File: src/rtl/shift_mult_pkg.sv
// shift_mult_pkg: shared widths and FSM state type for the shift multiplier datapath
package shift_mult_pkg;
    localparam int WIDTH = 11;
    localparam int PWIDTH = 2 * WIDTH;
    typedef enum logic [1:0] {IDLE, RUN, DONE} state_t;
endpackage

File: src/rtl/shift_add_multiplier.sv
// shift_add_multiplier: sequential shift-and-add magnitude multiplier with sign apply
module shift_add_multiplier
    import shift_mult_pkg::*;
#(
    parameter int WIDTH = shift_mult_pkg::WIDTH,
    parameter int PWIDTH = 2 * WIDTH
)(
    input  logic              clk,
    input  logic              rst_n,
    input  logic              start,
    input  logic [WIDTH-1:0]  a_mag,
    input  logic [WIDTH-1:0]  b_mag,
    input  logic              a_sign,
    input  logic              b_sign,
    output logic              busy,
    output logic              done,
    output logic [PWIDTH-1:0] product
);
    localparam int CW = $clog2(WIDTH);
    state_t            state;
    logic [PWIDTH-1:0] mcand;
    logic [PWIDTH-1:0] acc;
    logic [PWIDTH-1:0] acc_nxt;
    logic [WIDTH-1:0]  mplier;
    logic [CW-1:0]     cnt;
    logic              neg;
    // accumulator value including this cycle's partial product
    always_comb acc_nxt = mplier[0] ? acc + mcand : acc;
    // FSM and datapath; product is negated on the way out when the signs differ
    always_ff @(posedge clk or negedge rst_n) begin
        if (!rst_n) begin
            state   <= IDLE;
            mcand   <= '0;
            acc     <= '0;
            mplier  <= '0;
            cnt     <= '0;
            neg     <= 1'b0;
            busy    <= 1'b0;
            done    <= 1'b0;
            product <= '0;
        end else begin
            case (state)
                IDLE: if (start) begin
                    mcand  <= PWIDTH'(a_mag);
                    mplier <= b_mag;
                    neg    <= a_sign ^ b_sign;
                    acc    <= '0;
                    cnt    <= '0;
                    busy   <= 1'b1;
                    state  <= RUN;
                end
                RUN: begin
                    acc    <= acc_nxt;
                    mcand  <= mcand << 1;
                    mplier <= mplier >> 1;
                    cnt    <= cnt + CW'(1);
                    if (cnt == CW'(WIDTH - 1)) begin
                        busy    <= 1'b0;
                        done    <= 1'b1;
                        product <= neg ? ~acc_nxt + PWIDTH'(1) : acc_nxt;
                        state   <= DONE;
                    end
                end
                default: begin
                    done  <= 1'b0;
                    state <= IDLE;
                end
            endcase
        end
    end
endmodule

File: config.mk
export PLATFORM = sky130hd
export DESIGN_NAME = shift_add_multiplier
export DESIGN_NICKNAME = d
export VERILOG_FILES = /design/src/rtl/shift_mult_pkg.sv /design/src/rtl/shift_add_multiplier.sv
export SDC_FILE = /design/constraint.sdc
export NUM_CORES = 1
export LEC_CHECK = 0
export CAP_MARGIN = 30
export CORE_MARGIN = 2
export CORE_UTILIZATION = 55
export DETAILED_ROUTE_END_ITERATION = 7
export DONT_BUFFER_PORTS = 1
export PLACE_DENSITY = 0.77
export REMOVE_ABC_BUFFERS = 1
export SLEW_MARGIN = 20
export SYNTH_ARGS = -nofsm -noshare
export SYNTH_HDL_FRONTEND = slang
export SYNTH_SLANG_ARGS = --single-unit
File: constraint.sdc
create_clock -name clk -period 4.3 [get_ports clk]
set_input_delay 0.86 -clock clk [delete_from_list [all_inputs] [get_ports clk]]
set_output_delay 0.86 -clock clk [all_outputs]
set_load 0.01 [all_outputs]
Yosys cells after proc, flatten, opt, wreduce, memory -nomap -nowiden
Cells that the tools add are included.

cells by class
  add/subtract/negate cells = 3
  eq/ne operators = 4
  multiplexer cells = 18
  bitwise gates (word level) = 3
  reductions and logical operators = 8

operator list
  cell                     count
  $mux W22                 4
  $pmux W22 S2             2
  $add A22 B1 Y22 const B  1
  $add A22 B22 Y22         1
  $not A22 Y22             1
  $pmux W11 S2             1
  $mux W11                 1
  $reduce_and A2 Y1        5
  $pmux W4 S2              1
  $add A4 B1 Y4 const B    1
  $eq A4 B4 Y1 const B     1
  $mux W2                  2
  $mux W4                  1
  $ne A2 B2 Y1 const B     2
  $pmux W1 S2              2
  $pmux W2 S2              1
  $mux W1                  3
  $reduce_and A3 Y1        1
  $eq A2 B1 Y1 const B     1
  $logic_not A2 Y1         1
  $reduce_bool A2 Y1       1
  $not A1 Y1               1
  $xor A1 B1 Y1            1

word-level totals
  register bits = 86
  bits of input ports = 27
  output and inout bits = 24
  logic and storage cells = 45

Depth between registers and ports, before layout
Gate-level depths: netlist (run 1).

  word-level depth = 5
  gate-level depth with buffers = 14
  mapped depth without buffers = 14

Worst setup path before layout (run 1)
Ideal clock, no wire load.

  kind = register to register
  start point = register mcand[0]
  end point = register product[20]
  library setup time = 129 ps
  arrival = 2899 ps
  data required time = 4171 ps
  path slack = 1273 ps
  cell stages (with the launch flop) = 14
  buffers on the path = 0
  clock period less this slack = 3027 ps
  path through = dfrtp_1 > ha_1 > inv_1 > fa_1 > nor2b_4 > o31ai_2 > a2111o_1 > o211ai_1 > xor2_1 > a2111oi_4 > nand4b_1 > o31ai_2 > xnor2_1 > o21ai_1

on the way
  longest elaborated chain between the ends = 5

RTL lines
  element                 RTL line                    source
  from (decl)             shift_add_multiplier.sv:21  logic [PWIDTH-1:0] mcand;
  from (signal assigned)  shift_add_multiplier.sv:44  mcand <= PWIDTH'(a_mag);
  from (signal assigned)  shift_add_multiplier.sv:54  mcand <= mcand << 1;
  $add A22 B22 Y22 *      shift_add_multiplier.sv:28  always_comb acc_nxt = mplier[0] ? acc + mcand : acc;
  $mux W22 *              shift_add_multiplier.sv:28
  $not A22 Y22            shift_add_multiplier.sv:60  product <= neg ? ~acc_nxt + PWIDTH'(1) : acc_nxt;
  $add A22 B1 Y22         shift_add_multiplier.sv:60
  $mux W22 *              shift_add_multiplier.sv:60
  to (signal assigned)    shift_add_multiplier.sv:60
  to (decl)               shift_add_multiplier.sv:17  output logic [PWIDTH-1:0] product

Mark *: on every way between the ends. The rest lies on a longest branch, timed or not.
A chain may end at the register's enable or synchronous reset.

Worst setup path after layout (run 1)
Same ends and word-level chain as after synthesis.

==> reports/results.tsv, run 1 <==
metric	value	unit
status	completed	
syn_area_per_cell	9.17	sq um
num_rows	36	
antenna_found_initial	0	
slowest_stage	dfrtp_1	
start_util	0.565	
multi_input_comb_area	3110	sq um
postCtsHoldBufs	0	
min_period_over_period	0.803	
cts_resized	0	
slowest_delay	0.41	ns
path_cells	ha_1, inv_1, fa_1, nor2b_4, o31ai_2, a211oi_1, a211oi_2, nand4_1, and4bb_1, nand4b_1, o31ai_2, xnor2_1, o21ai_1	
slew_viol_final	0	
syn_area	5490	sq um
drc	0	
hold_violations	0	
clk_latency	0.39	ns
setup_viol	0	
die_h	104	um
syn_to_final_growth	4.94	%
r2r_cells	13	
layout_common_cells	nand2_1, dfrtp_1, o21ai_0	
dpl.hpwl	9.12	mm
drive_above_1_share	0.0918	
track_usage	0.254	
finalWeightedCongestion	0.910	
core	9730	sq um
timing.fmax	290	MHz
yosys_warnings	0	
drt_first_pass_iters	4	
ant_nets	0	
cts_htree_levels	3	
wl	13.0	mm
drt_iter0_drc	255	
grt_pass1_vias	4489	
cts_tree	yes	
regArea	2150	sq um
cts-buffers-inserted	9	
cp-start-kind	flip-flop	
vias	4548	
tightestPinTransition	0.785	ns
fin_ws	0.847	ns
hp-class	primary input to async pin	
crit_path_max_fanout	5	
cellPowerDensity	779	nW/um^2
arrival	3.71	ns
clockBufferDepth	2	
grt_max_degree	87	
nFillCells	913	
drv_cap	0	
avgRoutedWirePerCell	18.1	um
rsz0062_at_grt	no	
fp.dieW	104	um
clkSlewWorstSetupHoldPaths	0.10	ns
crit_buf_inv	1	
viasPerCell	6.31	
slew_headroom	0.476	
end_kind	flip-flop	
final_nets	635	
critPathKind	flip-flop to flip-flop	
grt_pass1_wl	22.0	mm
leakage	2.47	nW
whs	0.148	ns
cp.required	4.56	ns
grt_overflow	0	
crit_path_frequent_cell	o31ai_2	
crit_cells	13	
cts-root-buf	clkbuf_8	
synth_seq_cells	86	
fin_skew	0.0167	ns
antenna_cells	0	
final_common_cell	nand2_1	
final_util	0.593	
irDropWorstVdd	0.515	mV
io_pins	51	
synth-edff-count	0	
die_area	10800	sq um
pre_cts_ws	0.895	ns
syn_inst	599	
post_cts_buffers	0	
fin_setup_tns	0	ns
io_buffer_count	0	
fin_crit	3.45	ns
ys.flop_type	dfrtp_1	
ys_seq_area_frac	0.392	
numClockSinks	86	
async_reset_ff_frac	1.00	
synth_cell_types	83	
crit_family	compound AO/OA/AOI/OAI gates	
[state kept, by name, indices dropped and copies added (netlist names)]
| name | count |
|---|---|
| acc | 22 |
| mcand | 22 |
| product | 22 |
| mplier | 11 |
| cnt | 4 |
| state | 2 |
| busy | 1 |
| done | 1 |
| neg | 1 |
[layer usage]
| layer | vias up | global-route usage | wire length [um] |
|---|---|---|---|
| met1 | 2241 | 0.324 | 5790 |
| li1 | 2173 | - | - |
| met2 | 114 | 0.413 | 6290 |
| met5 | - | 0 | 0 |
| met4 | 0 | 0.107 | 293 |
| met3 | 20 | 0.0608 | 673 |
[cell families (layout without fill, tap and decap cells)]
family                     after synthesis  after routing  synth area share
AOI/OAI and AO/OA                      212            212             0.276
and+or+nand+nor                        192            192             0.179
DFF                                     86             86             0.392
buffers and inverters                   54             43            0.0455
adders and majority gates               25             25            0.0583
xor gates and xnor gates                23             23            0.0367
muxes                                    7              7            0.0130
[where the power goes]
part           internal (mW)  switching, mW  total, mW
clock network          0.288          0.311      0.599
registers               1.13          0.372       1.51
logic                  0.964           1.42       2.39
total                   2.39           2.10       4.49
[per-stage QoR]
stage	area, sq um	std cells	power, mW
floorplan	5320	564	3.26
CTS	5750	720	4.48
detailed placement	5550	704	3.87
finish	5770	721	4.49
global route	5770	721	4.86
global placement	5550	704	3.77
[path summary, 6_finish.rpt]
path / from / end / slack, ns
hold reg to reg: mplier[9]$_DFFE_PN0P_ / mplier[9]$_DFFE_PN0P_ / 0.50
max in group asynchronous: rst_n / product[14]$_DFFE_PN0P_ / 3.98
setup reg to reg: mcand[0]$_DFFE_PN0P_ / product[20]$_DFFE_PN0P_ / 0.85
hold / removal: rst_n / acc[17]$_DFFE_PN0P_ / 0.15
setup / recovery: mcand[0]$_DFFE_PN0P_ / product[20]$_DFFE_PN0P_ / 0.85
min in group clk: mplier[9]$_DFFE_PN0P_ / mplier[9]$_DFFE_PN0P_ / 0.50
[cell type report]
cell class                 instances  share of cell area
sequential                        86               0.373
clock buffer                      10              0.0239
timing repair buffer               8              0.0111
inverter                          19              0.0124
multi-input combinational        459               0.539
clock inverter                     6              0.0119
tap                              133              0.0289
[cells in the mapped netlist, types with 7 or more instances]
master / count / area, sq um
nand2_1: 95 / 357
dfrtp_1: 86 / 2150
o21ai_0: 72 / 360
ha_1: 24 / 300
a22o_1: 21 / 184
clkbuf_1: 21 / 78.8
a21oi_1: 20 / 100
a22oi_1: 20 / 150
nor2_1: 20 / 75.1
inv_1: 19 / 71.3
xnor2_1: 16 / 140
nand3_1: 11 / 55.1
o21ai_1: 10 / 50.1
nor3_1: 8 / 40.0
and3_1: 7 / 43.8
nor2b_1: 7 / 43.8
xor2_1: 7 / 61.3
Note: power is estimated with default switching activity, not from simulation.
==> run 2: changes to the inputs <==
==> constraint.sdc (replaced) <==
create_clock -name clk -period 3.5 [get_ports clk]
set_input_delay 0.7 -clock clk [delete_from_list [all_inputs] [get_ports clk]]
set_output_delay 0.7 -clock clk [all_outputs]
set_load 0.01 [all_outputs]
==> run 2 against run 1 <==
Non-clock buffer count increased by 10; combinational power increased by 26%; critical path depth decreased by 1; count of clock-buffer cells in the layout increased by 1; final cell count increased by 1.2%; via count increased by 2.4%; critical path type unchanged; critical endpoint is now product[16]$_DFFE_PN0P_; largest power group unchanged.
==> reports/results.tsv, run 2 (synthesis results as in run 1) <==
metric	value	unit	change
crit_buf_inv	1		unchanged
fin_skew	0.0106	ns	was 0.0167 ns
power.switching	2.60	mW	was 2.10 mW
fin_setup_tns	0	ns	unchanged
track_usage	0.253		was 0.254
grt_util_met1	0.337		was 0.324
io_buffer_count	0		unchanged
tightestPinTransition	0.784	ns	was 0.785 ns
layout_common_cells	nand2_1, dfrtp_1, o21ai_0		unchanged
final_nets	645		was 635
drc	0		unchanged
met2_usage	0.410		was 0.413
clkSlewWorstSetupHoldPaths	0.09	ns	was 0.10 ns
grt_max_degree	59		was 87
slowest_delay	0.48	ns	was 0.41 ns
r2r_cells	12		was 13
die_area	10800	sq um	unchanged
slew_headroom	0.477		was 0.476
final_common_cell	nand2_1		unchanged
busiest_layer	met2		unchanged
reg_top3	acc: 22 flops, mcand: 22 flops, product: 22 flops		unchanged
status	completed		unchanged
dpl.hpwl	9.00	mm	was 9.12 mm
dpl_cell_area	5580	sq um	was 5550 sq um
end_kind	flip-flop		unchanged
cts_tree	yes		unchanged
setup_viol	0		unchanged
antenna_found_initial	0		unchanged
slew_viol_final	0		unchanged
min_period_over_period	0.955		was 0.803
clk_latency	0.37	ns	was 0.39 ns
drt_first_pass_iters	5		was 4
p_clk_frac	0.128		was 0.133
ant_nets	0		unchanged
grt_pass1_wl	22.2	mm	was 22.0 mm
rsz0062_at_grt	no		unchanged
critPathKind	flip-flop to flip-flop		unchanged
drt_iter0_drc	306		was 255
antenna_cells	0		unchanged
hold_violations	0		unchanged
grt_overflow	0		unchanged
cts-root-buf	clkbuf_8		unchanged
num_rows	36		unchanged
grt_pass1_vias	4483		was 4489
crit_path_frequent_cell	nand2_1		was o31ai_2
crit_cells	12		was 13
whs	0.0216	ns	was 0.148 ns
hp-class	primary input to async pin		unchanged
cp-start-kind	flip-flop		unchanged
power.total	5.55	mW	was 4.49 mW
cellPowerDensity	947	nW/um^2	was 779 nW/um^2
pwr-share-seq	0.328		was 0.335
worstSetupStartpoint	acc[7]$_DFFE_PN0P_		was mcand[0]$_DFFE_PN0P_
slowest_stage	or3b_1		was dfrtp_1
arrival	3.58	ns	was 3.71 ns
vias	4658		was 4548
viasPerCell	6.38		was 6.31
start_util	0.565		unchanged
io_pins	51		unchanged
timing.fmax	299	MHz	was 290 MHz
drv_cap	0		unchanged
switching_share	0.468		was 0.469
avgRoutedWirePerCell	18.5	um	was 18.1 um
cts_htree_levels	3		unchanged
core	9730	sq um	unchanged
drive_above_1_share	0.101		was 0.0918
crit_path_max_fanout	7		was 5
power_frac_comb	0.544		was 0.531
path_cells	ha_1, and3_1, nand2_1, a21oi_1, nor2_1, o2111ai_1, or3b_1, nand4b_1, buf_4, nand2_1, xor2_1, o21ai_0		was ha_1, inv_1, fa_1, nor2b_4, o31ai_2, a211oi_1, a211oi_2, nand4_1, and4bb_1, nand4b_1, o31ai_2, xnor2_1, o21ai_1
die_h	104	um	unchanged
syn_to_final_growth	6.63	%	was 4.94%
leakage	2.51	nW	was 2.47 nW
fp.dieW	104	um	unchanged
clockBufferDepth	2		unchanged
cell_internal_pwr	2.95	mW	was 2.39 mW
cp.required	3.74	ns	was 4.56 ns
fin_crit	3.34	ns	was 3.45 ns
crit_family	simple AND/OR/NAND/NOR gates		was compound AO/OA/AOI/OAI gates
crit-reg2reg-launch	acc[7]$_DFFE_PN0P_		was mcand[0]$_DFFE_PN0P_
grt.met3_usage	0.0539		was 0.0608
finalWeightedCongestion	0.911		was 0.910
wl	13.5	mm	was 13.0 mm
final_area	5860	sq um	was 5770 sq um
irDropWorstVdd	0.554	mV	was 0.515 mV
cts-buffers-inserted	9		unchanged
numClockSinks	86		unchanged
run 2: cell type report:
| type | instances | area, sq um |
|---|---|---|
| inverter | 19 | 71.3 |
| timing repair buffer | 18 | 158 |
| fill | 859 | 3870 |
| multi-input combinational | 459 | 3120 |
| clock buffer | 11 | 141 |
| sequential | 86 | 2150 |
| clock inverter | 4 | 47.5 |
| tap | 133 | 166 |
run 2: final timing paths:
| check | to | slack, ns |
|---|---|---|
| max in group asynchronous | acc[7]$_DFFE_PN0P_ | 2.28 |
| min in group clk | mplier[10]$_DFFE_PN0P_ | 0.46 |
| min | mcand[18]$_DFFE_PN0P_ | 0.02 |
| max reg2reg | product[16]$_DFFE_PN0P_ | 0.16 |
| max | product[16]$_DFFE_PN0P_ | 0.16 |
| min reg2reg | mplier[6]$_DFFE_PN0P_ | 0.49 |
run 2: timing repair:
item,in CTS,in global routing
gates resized for setup,0,4
hold buffers,2,3
buffers inserted,0,2
endpoints found under the setup margin,0,5
hold endpoints to repair,25,3
run 2: through the flow:
step | setup slack, ns | utilization | std cells
after floorplan | 0.0200 | - | 564
after global placement | 0.192 | 0.573 | 708
after detailed placement | 0.0936 | 0.573 | 708
after CTS | 0.0632 | 0.596 | 725
after global routing | 0.0271 | 0.602 | 730
final | 0.157 | 0.602 | 730
run 2: worst reg2reg max path: cells and delay by family (launching register included):
family | cells | cell delay, ns
AOI/OAI and AO/OA | 3 | 0.67
DFF | 1 | 0.42
xor gates and xnor gates | 1 | 0.14
adders and majority gates | 1 | 0.42
and+or+nand+nor | 6 | 1.35
buffers and inverters | 1 | 0.22
run 2: routing by layer:
layer	share of wire	wire [um]
met1	0.44	5990
met2	0.47	6360
met3	0.068	913
met4	0.018	248
met5	0	0
run 2: power by group through the flow:
stage          Sequential (mW)  Clock, mW  Combinational, mW
5_1_grt                   1.88      0.769               3.37
3_5_place_dp              1.83          0               2.95
6_report                  1.82      0.709               3.02
3_3_place_gp              1.82          0               2.86
2_1_floorplan             1.78          0               2.22
4_1_cts                   1.82      0.721               2.97
==> run 3: changes to the inputs <==
--- a/config.mk
+++ b/config.mk
@@ -6,7 +6,6 @@
 export NUM_CORES = 1
 export LEC_CHECK = 0
 export CAP_MARGIN = 30
-export CORE_MARGIN = 2
 export CORE_UTILIZATION = 55
 export DETAILED_ROUTE_END_ITERATION = 7
 export DONT_BUFFER_PORTS = 1
==> run 3 against run 2 <==
Sequential share of layout area rose by 0.47 points; clock power fell by 7.2%; core utilization fell by 0.76 points; non-clock buffer count fell by 4; sequential cell count did not move; clock skew fell by 0.0046 ns; global-route usage rose by 0.91 points; sequential power barely moved; first-iteration DRC count fell by 15%; via count fell by 3.1%.
==> reports/results.tsv, run 3 (synthesis results as in run 1) <==
metric	value	unit	change
fp.dieW	102	um	was 104 um
die_area	10400	sq um	was 10800 sq um
avgRoutedWirePerCell	17.7	um	was 18.5 um
ant_nets	0		unchanged
fin_skew	0.00600	ns	was 0.0106 ns
hold_violations	0		unchanged
cts-root-buf	clkbuf_8		unchanged
cts_htree_levels	3		unchanged
cellPowerDensity	942	nW/um^2	was 947 nW/um^2
cp-start-kind	flip-flop		unchanged
cts_resized	0		unchanged
fin_crit	3.36	ns	was 3.34 ns
core	9730	sq um	unchanged
dpl.hpwl	9.04	mm	was 9.00 mm
hp-class	primary input to async pin		unchanged
finalWeightedCongestion	0.919		was 0.911
fin_setup_tns	0	ns	unchanged
final_nets	641		was 645
grt_max_degree	87		was 59
leakage	2.47	nW	was 2.51 nW
layout_common_cells	nand2_1, dfrtp_1, o21ai_0		unchanged
clk_latency	0.37	ns	about the same
timing.rr.end	product[21]$_DFFE_PN0P_		was product[16]$_DFFE_PN0P_
arrival	3.64	ns	was 3.58 ns
wl	12.9	mm	was 13.5 mm
drt_iter0_drc	260		was 306
antenna_cells	0		unchanged
die_h	102	um	was 104 um
cp.required	3.79	ns	was 3.74 ns
r2r_cells	13		was 12
end_kind	flip-flop		unchanged
status	completed		unchanged
clkSlewWorstSetupHoldPaths	0.08	ns	was 0.09 ns
start_util	0.565		unchanged
io_buffer_count	0		unchanged
rsz0062_at_grt	no		unchanged
grt_pass1_wl	20.9	mm	was 22.2 mm
tightestPinTransition	0.782	ns	was 0.784 ns
drv_cap	0		unchanged
vias	4515		was 4658
drt_first_pass_iters	4		was 5
cts-buffers-inserted	9		unchanged
final_common_cell	nand2_1		unchanged
grt_pass1_vias	4290		was 4483
crit-reg2reg-launch	mcand[0]$_DFFE_PN0P_		was acc[7]$_DFFE_PN0P_
reg_top3	acc: 22 flops, mcand: 22 flops, product: 22 flops		unchanged
crit_path_max_fanout	6		was 7
setup_viol	0		unchanged
io_pins	51		unchanged
clockBufferDepth	2		unchanged
slew_headroom	0.479		was 0.477
drc	0		unchanged
track_usage	0.262		was 0.253
timing.fmax	298	MHz	was 299 MHz
numClockSinks	86		unchanged
r2r_slack	0.14	ns	was 0.16 ns
drive_above_1_share	0.0976		was 0.101
viasPerCell	6.21		was 6.38
grt_overflow	0		unchanged
whs	0.0185	ns	was 0.0216 ns
cts_tree	yes		unchanged
slew_viol_final	0		unchanged
critPathKind	flip-flop to flip-flop		unchanged
min_period_over_period	0.959		was 0.955
antenna_found_initial	0		unchanged
num_rows	36		unchanged
irDropWorstVdd	0.880	mV	was 0.554 mV
syn_to_final_growth	5.28	%	was 6.63%
## run 3: how the worst max path moves through the flow
stage,startpoint,end,slack (ns),cells after the start
floorplan,mplier[0]$_DFFE_PN0P_,product[18]$_DFFE_PN0P_,0.02,10
detailed placement,mcand[0]$_DFFE_PN0P_,product[20]$_DFFE_PN0P_,0.10,13
finish,mcand[0]$_DFFE_PN0P_,product[21]$_DFFE_PN0P_,0.14,13
global route,mcand[0]$_DFFE_PN0P_,product[20]$_DFFE_PN0P_,0.002,13
global placement,mcand[0]$_DFFE_PN0P_,product[20]$_DFFE_PN0P_,0.22,13
CTS,mcand[0]$_DFFE_PN0P_,product[20]$_DFFE_PN0P_,0.07,13
## run 3: per-layer routing
layer,wire [um],part of all wire,vias to the layer above,track usage
met4,206,0.016,0,0.0879
met3,603,0.047,18,0.0431
li1,-,-,2190,-
met1,5810,0.45,2181,0.341
met2,6250,0.49,126,0.444
met5,0,0,-,0
## run 3: layout make-up
| type | instances | area (sq um) |
|---|---|---|
| flip-flops and latches | 86 | 2150 |
| repair buffers | 14 | 108 |
| clock inverters | 6 | 46.3 |
| inverters | 19 | 71.3 |
| fillers | 875 | 3950 |
| multi-input cells | 459 | 3100 |
| well taps | 133 | 166 |
| clock buffers | 10 | 138 |
## run 3: per-stage QoR
| stage | instance area [sq um] | utilization | power, mW | instances | setup WS, ns |
|---|---|---|---|---|---|
| floorplan | 5320 | - | 4.00 | 564 | 0.0200 |
| global placement | 5580 | 0.574 | 4.67 | 709 | 0.216 |
| detailed placement | 5580 | 0.574 | 4.78 | 709 | 0.102 |
| CTS | 5770 | 0.593 | 5.45 | 725 | 0.0718 |
| global route | 5780 | 0.595 | 5.89 | 727 | 0.00168 |
| finish | 5780 | 0.595 | 5.45 | 727 | 0.144 |
## run 3: where the power goes
| group | leakage [nW] | internal, mW | switching (mW) |
|---|---|---|---|
| sequential | 1.11 | 1.39 | 0.430 |
| combinational | 1.27 | 1.20 | 1.76 |
| clock | 0.0889 | 0.281 | 0.377 |
## run 3: worst max-delay path, stage by stage (launching register included)
cell	delay, ns
dfrtp_1	0.41
ha_1	0.19
inv_1	0.06
fa_1	0.44
nor2b_4	0.19
o31a_1	0.16
o21ai_1	0.10
o311a_1	0.35
or3_1	0.40
a31oi_4	0.27
nand2b_1	0.18
nor2_1	0.07
a311o_1	0.36
o211ai_1	0.10
## run 3: repair_timing
action,4_1_cts,5_1_grt
setup endpoints to repair,0,5
buffers inserted,0,1
hold buffers,0,1
hold endpoints to repair,0,12
==> edit, RTL diff (flow settings as in run 1) <==
Change the package constant `WIDTH` from 11 to 22.
--- a/src/rtl/shift_mult_pkg.sv
+++ b/src/rtl/shift_mult_pkg.sv
@@ -1,6 +1,6 @@
 // shift_mult_pkg: shared widths and FSM state type for the shift multiplier datapath
 package shift_mult_pkg;
-    localparam int WIDTH = 11;
+    localparam int WIDTH = 22;
     localparam int PWIDTH = 2 * WIDTH;
     typedef enum logic [1:0] {IDLE, RUN, DONE} state_t;
 endpackage
Interface: changed (resized a_mag, b_mag and product); port bits go from 51 to 95. No check against the original RTL was run, so the function may have changed too.
==> edit against run 1 <==
- cell count up 110%
- via count up 110%
- setup slack worse by 0.81 ns
- synthesized area up 91%
- hold slack worse by 0.028 ns
- final area up 100%
- synthesized cell count up 110%
- total power up 120%
- sequential cell count up 78
- non-clock buffer count up 62
- routed wire length up 120%
==> edit: results <==
[cts]
insertion_delay_ns = 0.44
numCtsBuffers = 17
clk_pin_slew_worst_paths_ns = 0.07
h-tree-depth = 4
cts-root-buf = clkbuf_16
cts_max_path_buffers = 2

[grt]
met2_usage = 0.464
grt_usage = 0.290
grt_pass1_wl_mm = 46.8
gr-usage-met3 = 0.0565
use_met1 = 0.394
grt_max_degree = 165
first_global_vias = 9092

[logic_synthesis]
yosysSeqAreaShare = 0.390
syn_inst = 1234
synth_mux_area_frac = 0.0215
synthArstFlopShare = 1.00
yosys.area_share.xor_xnor = 0.0549
synthDistinctLibCells = 75
synth_warnings = 0
synth_compound_area_frac = 0.272
synth_fa_ha_area_frac = 0.0566
ys_top_cells_by_count = 208 x nand2_1, 172 x o21ai_0, 164 x dfrtp_1
synthTopCellsByArea = dfrtp_1 39%, o21ai_0 8.2%, nand2_1 7.4%

[layout]
nets = 1344
drive_gt1_frac = 0.122
antennaDiodeCount = 0
final_cells = 1492
top_regs = acc (44), mcand (44), product (44)

[worst_setup_path]
cp_top_family = simple AND/OR/NAND/NOR gates
reg2reg_to = product[40]$_DFFE_PN0P_
worst_setup_path_end_kind = register
r2r_slack_ns = 0.04
critical_path.max_stage_delay_ns = 0.53
cp_data_arrival_time_ns = 4.55
worstRegToRegCells = 14
cp_slowest_cell = or4_4
worstPathMaxFanout = 6
worstSetupStartpointType = register

[detailed_routing]
via_count = 9472
drt-total-wl_mm = 28.1
drtIter0Drc = 707
dr.pass1.iters = 5

[place]
place_area_mm2 = 0.0111
place_congestion = 0.968
dp_hpwl_mm = 19.4
place_ws_ns = -0.101

[timing]
skew_ns = 0.0107
worst_pin_slew_ns = 0.962
setup_viol = 0
fin_crit_sh = 0.991

[power]
static-leakage-power_nw = 5.01
peakVddDrop_v = 0.000592
netSwitchingPower_mw = 4.46

[status]
status = finished, final reports clean
## edit: area by class of cell
class | instances | area, um2
fillers | 1595 | 6970
multi-input cells | 974 | 6190
flip-flops and latches | 164 | 4110
repair buffers | 70 | 563
clock buffers | 21 | 470
well taps | 234 | 293
clock inverters | 8 | 101
inverters | 21 | 78.8
## edit: cells by family after synthesis
| family | count (synthesis) |
|---|---|
| xor+xnor | 66 |
| mux | 22 |
| simple gates | 390 |
| flops | 164 |
| buf+inv | 96 |
| fa+ha+maj | 47 |
| compound gates | 449 |
## edit: worst min-delay path by stage
stage,start,end,slack (ns)
after floorplan,cnt[4]$_DFFE_PN0P_,cnt[4]$_DFFE_PN0P_,0.45
after global placement,mplier[2]$_DFFE_PN0P_,mplier[2]$_DFFE_PN0P_,0.46
after detailed placement,mplier[3]$_DFFE_PN0P_,mplier[3]$_DFFE_PN0P_,0.47
after CTS,rst_n,acc[27]$_DFFE_PN0P_,0.11
after global routing,rst_n,acc[27]$_DFFE_PN0P_,0.10
final,rst_n,acc[27]$_DFFE_PN0P_,0.12
## edit: per-stage QoR
stage | utilization | hold slack (ns)
floorplan | - | 0.450
global placement | 0.591 | 0.463
detailed placement | 0.591 | 0.475
CTS | 0.623 | 0.108
global route | 0.629 | 0.101
finish | 0.629 | 0.120
## edit: what timing repair did
| item | in CTS | in global routing |
|---|---|---|
| setup buffers | 1 | 3 |
| setup endpoints to repair | 6 | 14 |
| endpoints found under the hold margin | 0 | 0 |
| cloned | 0 | 0 |
| resized for setup | 5 | 17 |
| pin swaps | 6 | 8 |
## edit: worst register-to-register path, stage by stage (launching register included)
cell and delay (ns):
dfrtp_1 0.39, ha_2 0.20, fa_2 0.38, a211oi_4 0.32, o21ai_4 0.11, nand4_1 0.15, and3_4 0.21, xnor2_1 0.08
mux2_2 0.28, or4_4 0.53, or4b_4 0.53, or3_4 0.47, o31ai_4 0.21, xor2_1 0.18, o21ai_1 0.07
## edit: power groups by stage
| stage | registers, mW | clock network, mW | logic [mW] |
|---|---|---|---|
| after floorplan | 2.75 | 0 | 3.59 |
| after global placement | 2.82 | 0 | 5.15 |
| after detailed placement | 2.84 | 0 | 5.26 |
| after CTS | 2.83 | 1.54 | 5.30 |
| after global routing | 2.93 | 1.61 | 6.06 |
| final | 2.84 | 1.52 | 5.44 |
## edit: per-layer routing
metal / part of all wire / wire (um)
met5: 0 / 0
met4: 0.029 / 805
met1: 0.45 / 12600
met2: 0.46 / 13000
met3: 0.061 / 1720
